File: src/rtl/rbm_input_loader_if.sv
// -----------------------------------------------------------------------------
// rbm_input_loader_if
// Serial pixel stream between a pixel source and the RBM input loader.
//   pix_valid  source -> loader   pixel present
//   pix_data   source -> loader   unsigned pixel, PIXEL_BITLENGTH wide
//   pix_last   source -> loader   last pixel of a vector
//   pix_ready  loader -> source   loader accepts the pixel this cycle
// Modports: master (pixel source), slave (loader).
// -----------------------------------------------------------------------------
interface rbm_input_loader_if #(
   parameter int PIXEL_BITLENGTH = 8
);
   logic                       pix_valid;
   logic [PIXEL_BITLENGTH-1:0] pix_data;
   logic                       pix_last;
   logic                       pix_ready;

   modport master (output pix_valid, output pix_data, output pix_last, input pix_ready);
   modport slave  (input pix_valid, input pix_data, input pix_last, output pix_ready);
endinterface

File: src/rtl/rbm_input_loader.sv
// -----------------------------------------------------------------------------
// rbm_input_loader
// Upstream feeder for the RBM layer. Accepts a serial pixel stream, binarises
// each pixel and packs INPUT_DIM one-bit fields (zero-extended to BITLENGTH)
// into the layer's flat input vector. Per vector it pulses layer_restart, holds
// layer_valid until layer_finish, then returns to loading.
//
// Ports:
//   clock, reset     system clock (posedge), asynchronous active-high reset
//   pix              pixel stream (rbm_input_loader_if.slave)
//   layer_restart    1-cycle pulse driving the layer reset
//   layer_valid      layer data_valid
//   layer_data       field k at [k*BITLENGTH +: BITLENGTH]
//   layer_finish     layer finish
//   sample_done      1-cycle pulse per consumed vector
//   sample_count     consumed vectors, wraps at 16 bits
//   frame_err        sticky pix_last framing error
//
// Build option: RBM_LOADER_STOCHASTIC_EN selects stochastic binarisation
// against a 16-bit Fibonacci LFSR (taps 16,14,13,11); without it a fixed
// THRESHOLD compare is used and no LFSR exists.
//
// state   | meaning
// LOAD    | accepting pixels, filling field[index]
// RESTART | one-cycle layer_restart pulse, vector complete
// PRESENT | layer_valid high, data held until layer_finish
// -----------------------------------------------------------------------------
module rbm_input_loader #(
   parameter int          BITLENGTH       = 12,
   parameter int          PIXEL_BITLENGTH = 8,
   parameter int          INPUT_DIM       = 15,
   parameter int          THRESHOLD       = 128,
   parameter logic [15:0] LFSR_SEED       = 16'hACE1
) (
   input  logic                           clock,
   input  logic                           reset,
   rbm_input_loader_if.slave              pix,
   output logic                           layer_restart,
   output logic                           layer_valid,
   output logic [INPUT_DIM*BITLENGTH-1:0] layer_data,
   input  logic                           layer_finish,
   output logic                           sample_done,
   output logic [15:0]                    sample_count,
   output logic                           frame_err
);
   localparam int IDX_W = (INPUT_DIM > 1) ? $clog2(INPUT_DIM) : 1;
   localparam logic [IDX_W-1:0] LAST_IDX = IDX_W'(INPUT_DIM - 1);

   if (LFSR_SEED == 16'h0000) begin : g_bad_seed
      $error("rbm_input_loader: LFSR_SEED must be non-zero");
   end

   typedef enum logic [1:0] {LOAD, RESTART, PRESENT} state_t;

   state_t               state_q, state_d;
   logic [IDX_W-1:0]     index_q, index_d;
   logic [INPUT_DIM-1:0] bits_q, bits_d;
   logic                 frame_err_q, frame_err_d;
   logic                 sample_done_q, sample_done_d;
   logic [15:0]          sample_count_q, sample_count_d;
   logic                 accept;
   logic                 pix_bit;

   // Ready is held low while reset is asserted, high in LOAD otherwise.
   assign pix.pix_ready = (state_q == LOAD) && !reset;
   assign accept        = pix.pix_valid && pix.pix_ready;

`ifdef RBM_LOADER_STOCHASTIC_EN
   logic [15:0] lfsr_q, lfsr_d;
   assign pix_bit = pix.pix_data > lfsr_q[PIXEL_BITLENGTH-1:0];

   always_comb begin
      lfsr_d = lfsr_q;
      if (accept) begin
         lfsr_d = {lfsr_q[14:0], lfsr_q[15] ^ lfsr_q[13] ^ lfsr_q[12] ^ lfsr_q[10]};
      end
   end

   always_ff @(posedge clock or posedge reset) begin
      if (reset) begin
         lfsr_q <= LFSR_SEED;
      end else begin
         lfsr_q <= lfsr_d;
      end
   end
`else
   localparam logic [PIXEL_BITLENGTH-1:0] THRESH = PIXEL_BITLENGTH'(THRESHOLD);
   assign pix_bit = pix.pix_data >= THRESH;
`endif

   always_comb begin
      state_d        = state_q;
      index_d        = index_q;
      bits_d         = bits_q;
      frame_err_d    = frame_err_q;
      sample_done_d  = 1'b0;
      sample_count_d = sample_count_q;
      case (state_q)
         LOAD: begin
            if (accept) begin
               bits_d[index_q] = pix_bit;
               if (index_q == LAST_IDX) begin
                  index_d = '0;
                  state_d = RESTART;
                  if (!pix.pix_last) frame_err_d = 1'b1;
               end else if (pix.pix_last) begin
                  // Early end of frame: drop the partial vector and restart filling.
                  index_d     = '0;
                  frame_err_d = 1'b1;
               end else begin
                  index_d = index_q + 1'b1;
               end
            end
         end
         RESTART: begin
            index_d = '0;
            state_d = PRESENT;
         end
         PRESENT: begin
            if (layer_finish) begin
               state_d        = LOAD;
               sample_done_d  = 1'b1;
               sample_count_d = sample_count_q + 16'd1;
            end
         end
         default: state_d = LOAD;
      endcase
   end

   always_ff @(posedge clock or posedge reset) begin
      if (reset) begin
         state_q        <= LOAD;
         index_q        <= '0;
         bits_q         <= '0;
         frame_err_q    <= 1'b0;
         sample_done_q  <= 1'b0;
         sample_count_q <= 16'd0;
      end else begin
         state_q        <= state_d;
         index_q        <= index_d;
         bits_q         <= bits_d;
         frame_err_q    <= frame_err_d;
         sample_done_q  <= sample_done_d;
         sample_count_q <= sample_count_d;
      end
   end

   for (genvar k = 0; k < INPUT_DIM; k++) begin : g_field
      if (BITLENGTH > 1) begin : g_pad
         assign layer_data[k*BITLENGTH +: BITLENGTH] = {{(BITLENGTH-1){1'b0}}, bits_q[k]};
      end else begin : g_nopad
         assign layer_data[k] = bits_q[k];
      end
   end

   assign layer_restart = (state_q == RESTART);
   assign layer_valid   = (state_q == PRESENT);
   assign sample_done   = sample_done_q;
   assign sample_count  = sample_count_q;
   assign frame_err     = frame_err_q;
endmodule
File: src/flat_wrapper.sv
// flat-port wrapper written by rule: the top's interface ports become plain ports
module rbm_input_loader_flat 
#(
   parameter int          BITLENGTH       = 12,
   parameter int          PIXEL_BITLENGTH = 8,
   parameter int          INPUT_DIM       = 15,
   parameter int          THRESHOLD       = 128,
   parameter logic [15:0] LFSR_SEED       = 16'hACE1
)
  (clock, reset, layer_restart, layer_valid, layer_data, layer_finish, sample_done, sample_count, frame_err, pix_pix_valid, pix_pix_data, pix_pix_last, pix_pix_ready);
  rbm_input_loader_if #(.PIXEL_BITLENGTH(PIXEL_BITLENGTH)) pix_i ();
  input  logic clock;
  input  logic reset;
  output logic layer_restart;
  output logic layer_valid;
  output logic [INPUT_DIM*BITLENGTH-1:0] layer_data;
  input  logic layer_finish;
  output logic sample_done;
  output logic [15:0] sample_count;
  output logic frame_err;
  input wire logic [$bits(pix_i.pix_valid)-1:0] pix_pix_valid;
  input wire logic [$bits(pix_i.pix_data)-1:0] pix_pix_data;
  input wire logic [$bits(pix_i.pix_last)-1:0] pix_pix_last;
  output wire logic [$bits(pix_i.pix_ready)-1:0] pix_pix_ready;
  assign pix_i.pix_valid = pix_pix_valid;
  assign pix_i.pix_data = pix_pix_data;
  assign pix_i.pix_last = pix_pix_last;
  assign pix_pix_ready = pix_i.pix_ready;
  rbm_input_loader #(.BITLENGTH(BITLENGTH), .PIXEL_BITLENGTH(PIXEL_BITLENGTH), .INPUT_DIM(INPUT_DIM), .THRESHOLD(THRESHOLD), .LFSR_SEED(LFSR_SEED)) u_core (.clock(clock), .reset(reset), .pix(pix_i), .layer_restart(layer_restart), .layer_valid(layer_valid), .layer_data(layer_data), .layer_finish(layer_finish), .sample_done(sample_done), .sample_count(sample_count), .frame_err(frame_err));
endmodule
File: config.mk
export PLATFORM = sky130hd
export DESIGN_NAME = rbm_input_loader_flat
export DESIGN_NICKNAME = d
export VERILOG_FILES = /design/src/rtl/rbm_input_loader_if.sv /design/src/rtl/rbm_input_loader.sv /design/src/flat_wrapper.sv
export SDC_FILE = /design/constraint.sdc
export NUM_CORES = 1
export LEC_CHECK = 0
export BUFFER_PORTS_ARGS = -buffer_cell sky130_fd_sc_hd__buf_2
export CORE_AREA = 8 8 92 94
export CTS_CLUSTER_DIAMETER = 30
export CTS_CLUSTER_SIZE = 40
export DETAILED_ROUTE_END_ITERATION = 8
export DIE_AREA = 0 0 100 102
export GPL_ROUTABILITY_DRIVEN = 0
export PLACE_DENSITY_LB_ADDON = 0.3
export SYNTH_ARGS = -nofsm -noshare
export SYNTH_HDL_FRONTEND = slang
export SYNTH_SLANG_ARGS = --single-unit
File: constraint.sdc
create_clock -name clock -period 5.3 [get_ports clock]
set_input_delay 1.06 -clock clock [delete_from_list [all_inputs] [get_ports clock]]
set_output_delay 1.06 -clock clock [all_outputs]
set_load 0.1 [all_outputs]
Yosys cells after proc, flatten, opt, wreduce, memory -nomap -nowiden

Index checks and enable logic that the tools add are counted.

Bits in registers: 39
Output and inout port bits: 201
Word-level logic and storage cells: 46

Multiplexer cells: 16
Eq/ne operators: 7
Reductions and logical operators: 12
Magnitude comparators: 3
Add/sub/neg operators: 2

Operators with widths:

| operator                                                                      | number |
|---|---|
| 16-bit by 1-bit adder with 16-bit output (second input constant)              | 1 |
| 15-bit bitwise mux                                                            | 1 |
| 4-bit 2-to-1 mux                                                              | 3 |
| 8-bit >= comparator (second input constant)                                   | 1 |
| 4-bit one-hot mux with 2 select lines                                         | 1 |
| 1-bit 2-to-1 mux                                                              | 6 |
| 2-bit 2-to-1 mux                                                              | 3 |
| 2-bit one-hot mux with 3 select lines                                         | 1 |
| 2-bit AND reduction                                                           | 3 |
| 4-bit by 5-bit less-than comparator with 1-bit output (second input constant) | 1 |
| 4-bit by 1-bit adder with 4-bit output (second input constant)                | 1 |
| 1-bit demux with 4-bit select                                                 | 1 |
| 4-bit equality test (second input constant)                                   | 1 |
| 4-bit by 1-bit >= comparator with 1-bit output (second input constant)        | 1 |
| 2-bit by 1-bit != test with 1-bit output (second input constant)              | 2 |
| 2-bit != test (second input constant)                                         | 2 |
| 4-bit AND reduction                                                           | 1 |
| 2-bit nonzero test                                                            | 2 |
| 1-bit logical AND                                                             | 3 |
| 3-bit AND reduction                                                           | 1 |
| 2-bit by 1-bit equality test with 1-bit output (second input constant)        | 1 |
| 2-bit equality test (second input constant)                                   | 1 |
| 2-bit logical NOT                                                             | 1 |
| 1-bit logical NOT                                                             | 1 |

Longest topological paths before layout

Depth after elaboration: 5
Gate-level depth with buffers: 6
Mapped depth without buffers: 6

Least setup slack after synthesis

OpenSTA, ideal clock, no wires.

Kind: input-to-output
Start: input reset
End: output pix_pix_ready
Stages: 1
Buffers on the path: 0
Required time: 4.240 ns
Setup slack: 1.122 ns
Data arrival time: 3.118 ns
Path through: nor3_1

Word-level cells in the longest chain between the ends: 2

RTL lines:

| item              | line                   | RTL |
|---|---|---|
| start, declared   | flat_wrapper.sv:13     | `input logic reset;` |
| 1-bit logical NOT | rbm_input_loader.sv:65 | `assign pix.pix_ready = (state_q == LOAD) && !reset;` |
| 1-bit logical AND | rbm_input_loader.sv:65 |  |
| end, declared     | flat_wrapper.sv:24     | `output wire logic [$bits(pix_i.pix_ready)-1:0] pix_pix_ready;` |

No other way between the ends.

Worst setup path in the final report

Same ends and word-level chain as after synthesis.

==> key figures <==
Setup path
  • R2R Setup Slk: 3.41 ns
  • CP Buf/Inv Count: 2
  • Crit. path cell count: 3
  • Most used cell, CP: buf_2
  • FF-to-FF path depth: 4
  • Setup CP Type: in2out
  • Worst path cell trace: buf_2, nor3_1, buf_2
  • Crit start category: input pin
  • CP top delay family: buffers and inverters
  • CP required: between 4 and 5 ns
  • CP max-delay cell: buf_2
  • Worst Path Max Fanout: 3
  • Critical Path End Type: output pin
  • Worst path max stage delay: between 0.4 and 0.5 ns
  • Critical path arrival: 1.80 ns

Synthesis
  • Count leader, synth: buf_4
  • Mapped Area: 0.00307 mm^2
  • Gate Count Post-Synth: 318
  • Ys flop type: dfrtp_1
  • Top cell type's share of synthesized area: 0.406
  • Sequential cell area fraction in the yosys report: 0.318
  • Synth top cells by count: buf_4, dfrtp_1, nand2_1
  • Synth unique cells: 34
  • Async set-reset flop share out of synthesis: 1.00
  • Syn avg cell area: 9.65 um^2
  • Ranking of synthesized cells by area: buf_4, dfrtp_1, xnor2_1, mux2_2, mux2_4
  • Area leader, netlist: buf_4
  • Synth warnings: 0
  • Synth Register Bits: 39
  • EDFF count, synth: 0

Clock network
  • Cts repair resizes: 0
  • CTS Hold Bufs: 0
  • Num CTS Buffers: 5
  • CTS sink cnt: 39
  • CTS tree: built
  • Clock Tree Buf Depth: 2
  • CTS H-tree lvls: 2
  • Clock latency at the later pin of the worst-skew pair: 0.29 ns
  • Post-CTS setup buffer count: 0
  • Root Buffer: clkbuf_8
  • Clock transition at path regs: 0.07 ns

Timing
  • Final setup fails: 0
  • Fin crit share: 0.539
  • Hold Slack: 0.468 ns
  • Clock skew: between 0.005 and 0.006 ns
  • RSZ-0062 raised after global routing: no
  • Pin slew with the least headroom to its limit: 0.504 ns
  • Final hold vios: 0
  • Setup ws final: 2.44 ns
  • Worst slew margin: 0.664
  • F_max: 0.350 GHz
  • Setup_tns: 0 ns
  • Final min period: 2.86 ns
  • Final-report max-slew violation count: 0

Cells and area
  • Design area: 0.00286 mm^2
  • Final layout net count: 380
  • Synth-to-layout area growth: -6.93%
  • Non-filler cells, final: 462
  • Antenna cell count: 0
  • FILL cells: 723
  • Layout cells sized above 1: 0.193

Detailed routing
  • Vias per cell: about 3.6
  • DRC viols: 0
  • DRT Pass-1 Iters: 4
  • Detail Route Antenna Nets: 0
  • DR iter-0 viols: 159
  • Vias: around 1700
  • Routed WL per cell: 12.3 um
  • Drt total wl: 5.67 mm

Worst hold path
  • Hold Path Depth: 1
  • Worst hold path class: reg2reg

Pwr
  • PD cells: approximately 460 mW/mm^2
  • Leak: 1.65 nW
  • VDD IR-drop max: 0.249 mV

Floorplan
  • Die height: between 100 and 150 um
  • Core area: 0.00706 mm^2
  • Initial Util: 0.435
  • Die W: around 100 um
  • Full die area: slightly above 0.01 mm^2
  • I/O pin cnt: 214
  • Site row count: 31

Global route
  • Largest net degree at the start of global routing: 40
  • Initial antenna violation count: 0
  • Tot GR Track Use: 0.100
  • First-pass GRT wire length: 8.12 mm
  • Total gr overflow: 0
  • Vias in the first global route: 1699

Placed design
  • Dpl cells: 454
  • Area after DPL: 0.00276 mm^2
  • Dpl ws: 2.44 ns
  • Post-DP HPWL: 4.70 mm
  • I/O Buffers: between 40 and 50

Flow run
  • Max-cap violation count: 0

Status
  • Status: complete, no violations
-- kinds of logic (layout without fill, tap and decap cells) --
kind of cell | after synthesis | in the layout | synth area share
AND/OR/NAND/NOR | 55 | 55 | 0.107
XOR/XNOR | 16 | 16 | 0.0457
adder cells (fa/ha/maj) | 5 | 5 | 0.0204
buffers and inverters | 177 | 58 | 0.422
other | 1 | 165 | 0.00122
AO/OA/AOI/OAI | 9 | 9 | 0.0208
multiplexers | 16 | 16 | 0.0648
flip-flops | 39 | 39 | 0.318
-- layout by cell type (no fill, tap or decap), types with 3 or more instances in the layout --
cell type / instances
conb_1: 165
nand2_1: 19
inv_1: 8
dfrtp_1: 39
nor2_1: 6
mux2_2: 8
nand4_1: 7
ha_1: 5
mux2_1: 3
nor3_1: 3
nand3_1: 6
clkbuf_8: 7
xor2_1: 4
mux2_4: 5
o21ai_0: 3
xnor2_1: 12
buf_2: 41
-- final cells by class --
cell class,count,area (um^2),area share
Inverter,8,30.0,0.0105
Tap cell,99,124,0.0434
Multi-Input combinational cell,266,1410,0.495
Sequential cell,39,976,0.342
Clock buffer,8,100,0.0350
Timing Repair Buffer,42,213,0.0745
-- worst paths after layout --
kind | from | endpoint
max | reset | pix_pix_ready
min | u_core.frame_err$_DFFE_PP0P_ | u_core.frame_err$_DFFE_PP0P_
max reg2reg | u_core.state_q[0]$_DFFE_PP0P_ | u_core.bits_q[10]$_DFFE_PP0P_
min reg2reg | u_core.frame_err$_DFFE_PP0P_ | u_core.frame_err$_DFFE_PP0P_
max in group asynchronous | reset | u_core.sample_count[1]$_DFFE_PP0P_
min in group asynchronous | reset | u_core.state_q[0]$_DFFE_PP0P_
-- routing by layer --
metal | routed length (um) | global-route usage | part of all wire | vias to the layer above
met3 | 695 | 0.0409 | 0.12 | 5
met2 | 2600 | 0.161 | 0.46 | 122
met4 | 104 | 0.0523 | 0.018 | 0
li1 | - | - | - | 777
met1 | 2280 | 0.113 | 0.40 | 764
met5 | 0 | 0 | 0 | -
-- flip-flops by register name, summed over array words and instances, names as in the netlist --
register,flops
u_core.index_q,4
u_core.sample_done,1
u_core.bits_q,15
u_core.frame_err,1
u_core.state_q,2
u_core.sample_count,16
-- through the flow --
stage	power (mW)	utilization
5_1_grt	1.36	0.405
2_1_floorplan	1.15	-
4_1_cts	1.32	0.405
3_5_place_dp	1.10	0.390
3_3_place_gp	1.10	0.390
6_report	1.32	0.405
-- power breakdown --
group / switching, mW / internal [mW] / leakage, nW
Clock: 0.0995 / 0.119 / 0.0515
Combinational: 0.713 / 0.0432 / 1.08
Sequential: 0.0194 / 0.322 / 0.517
Power figures use the tool's default switching activity.
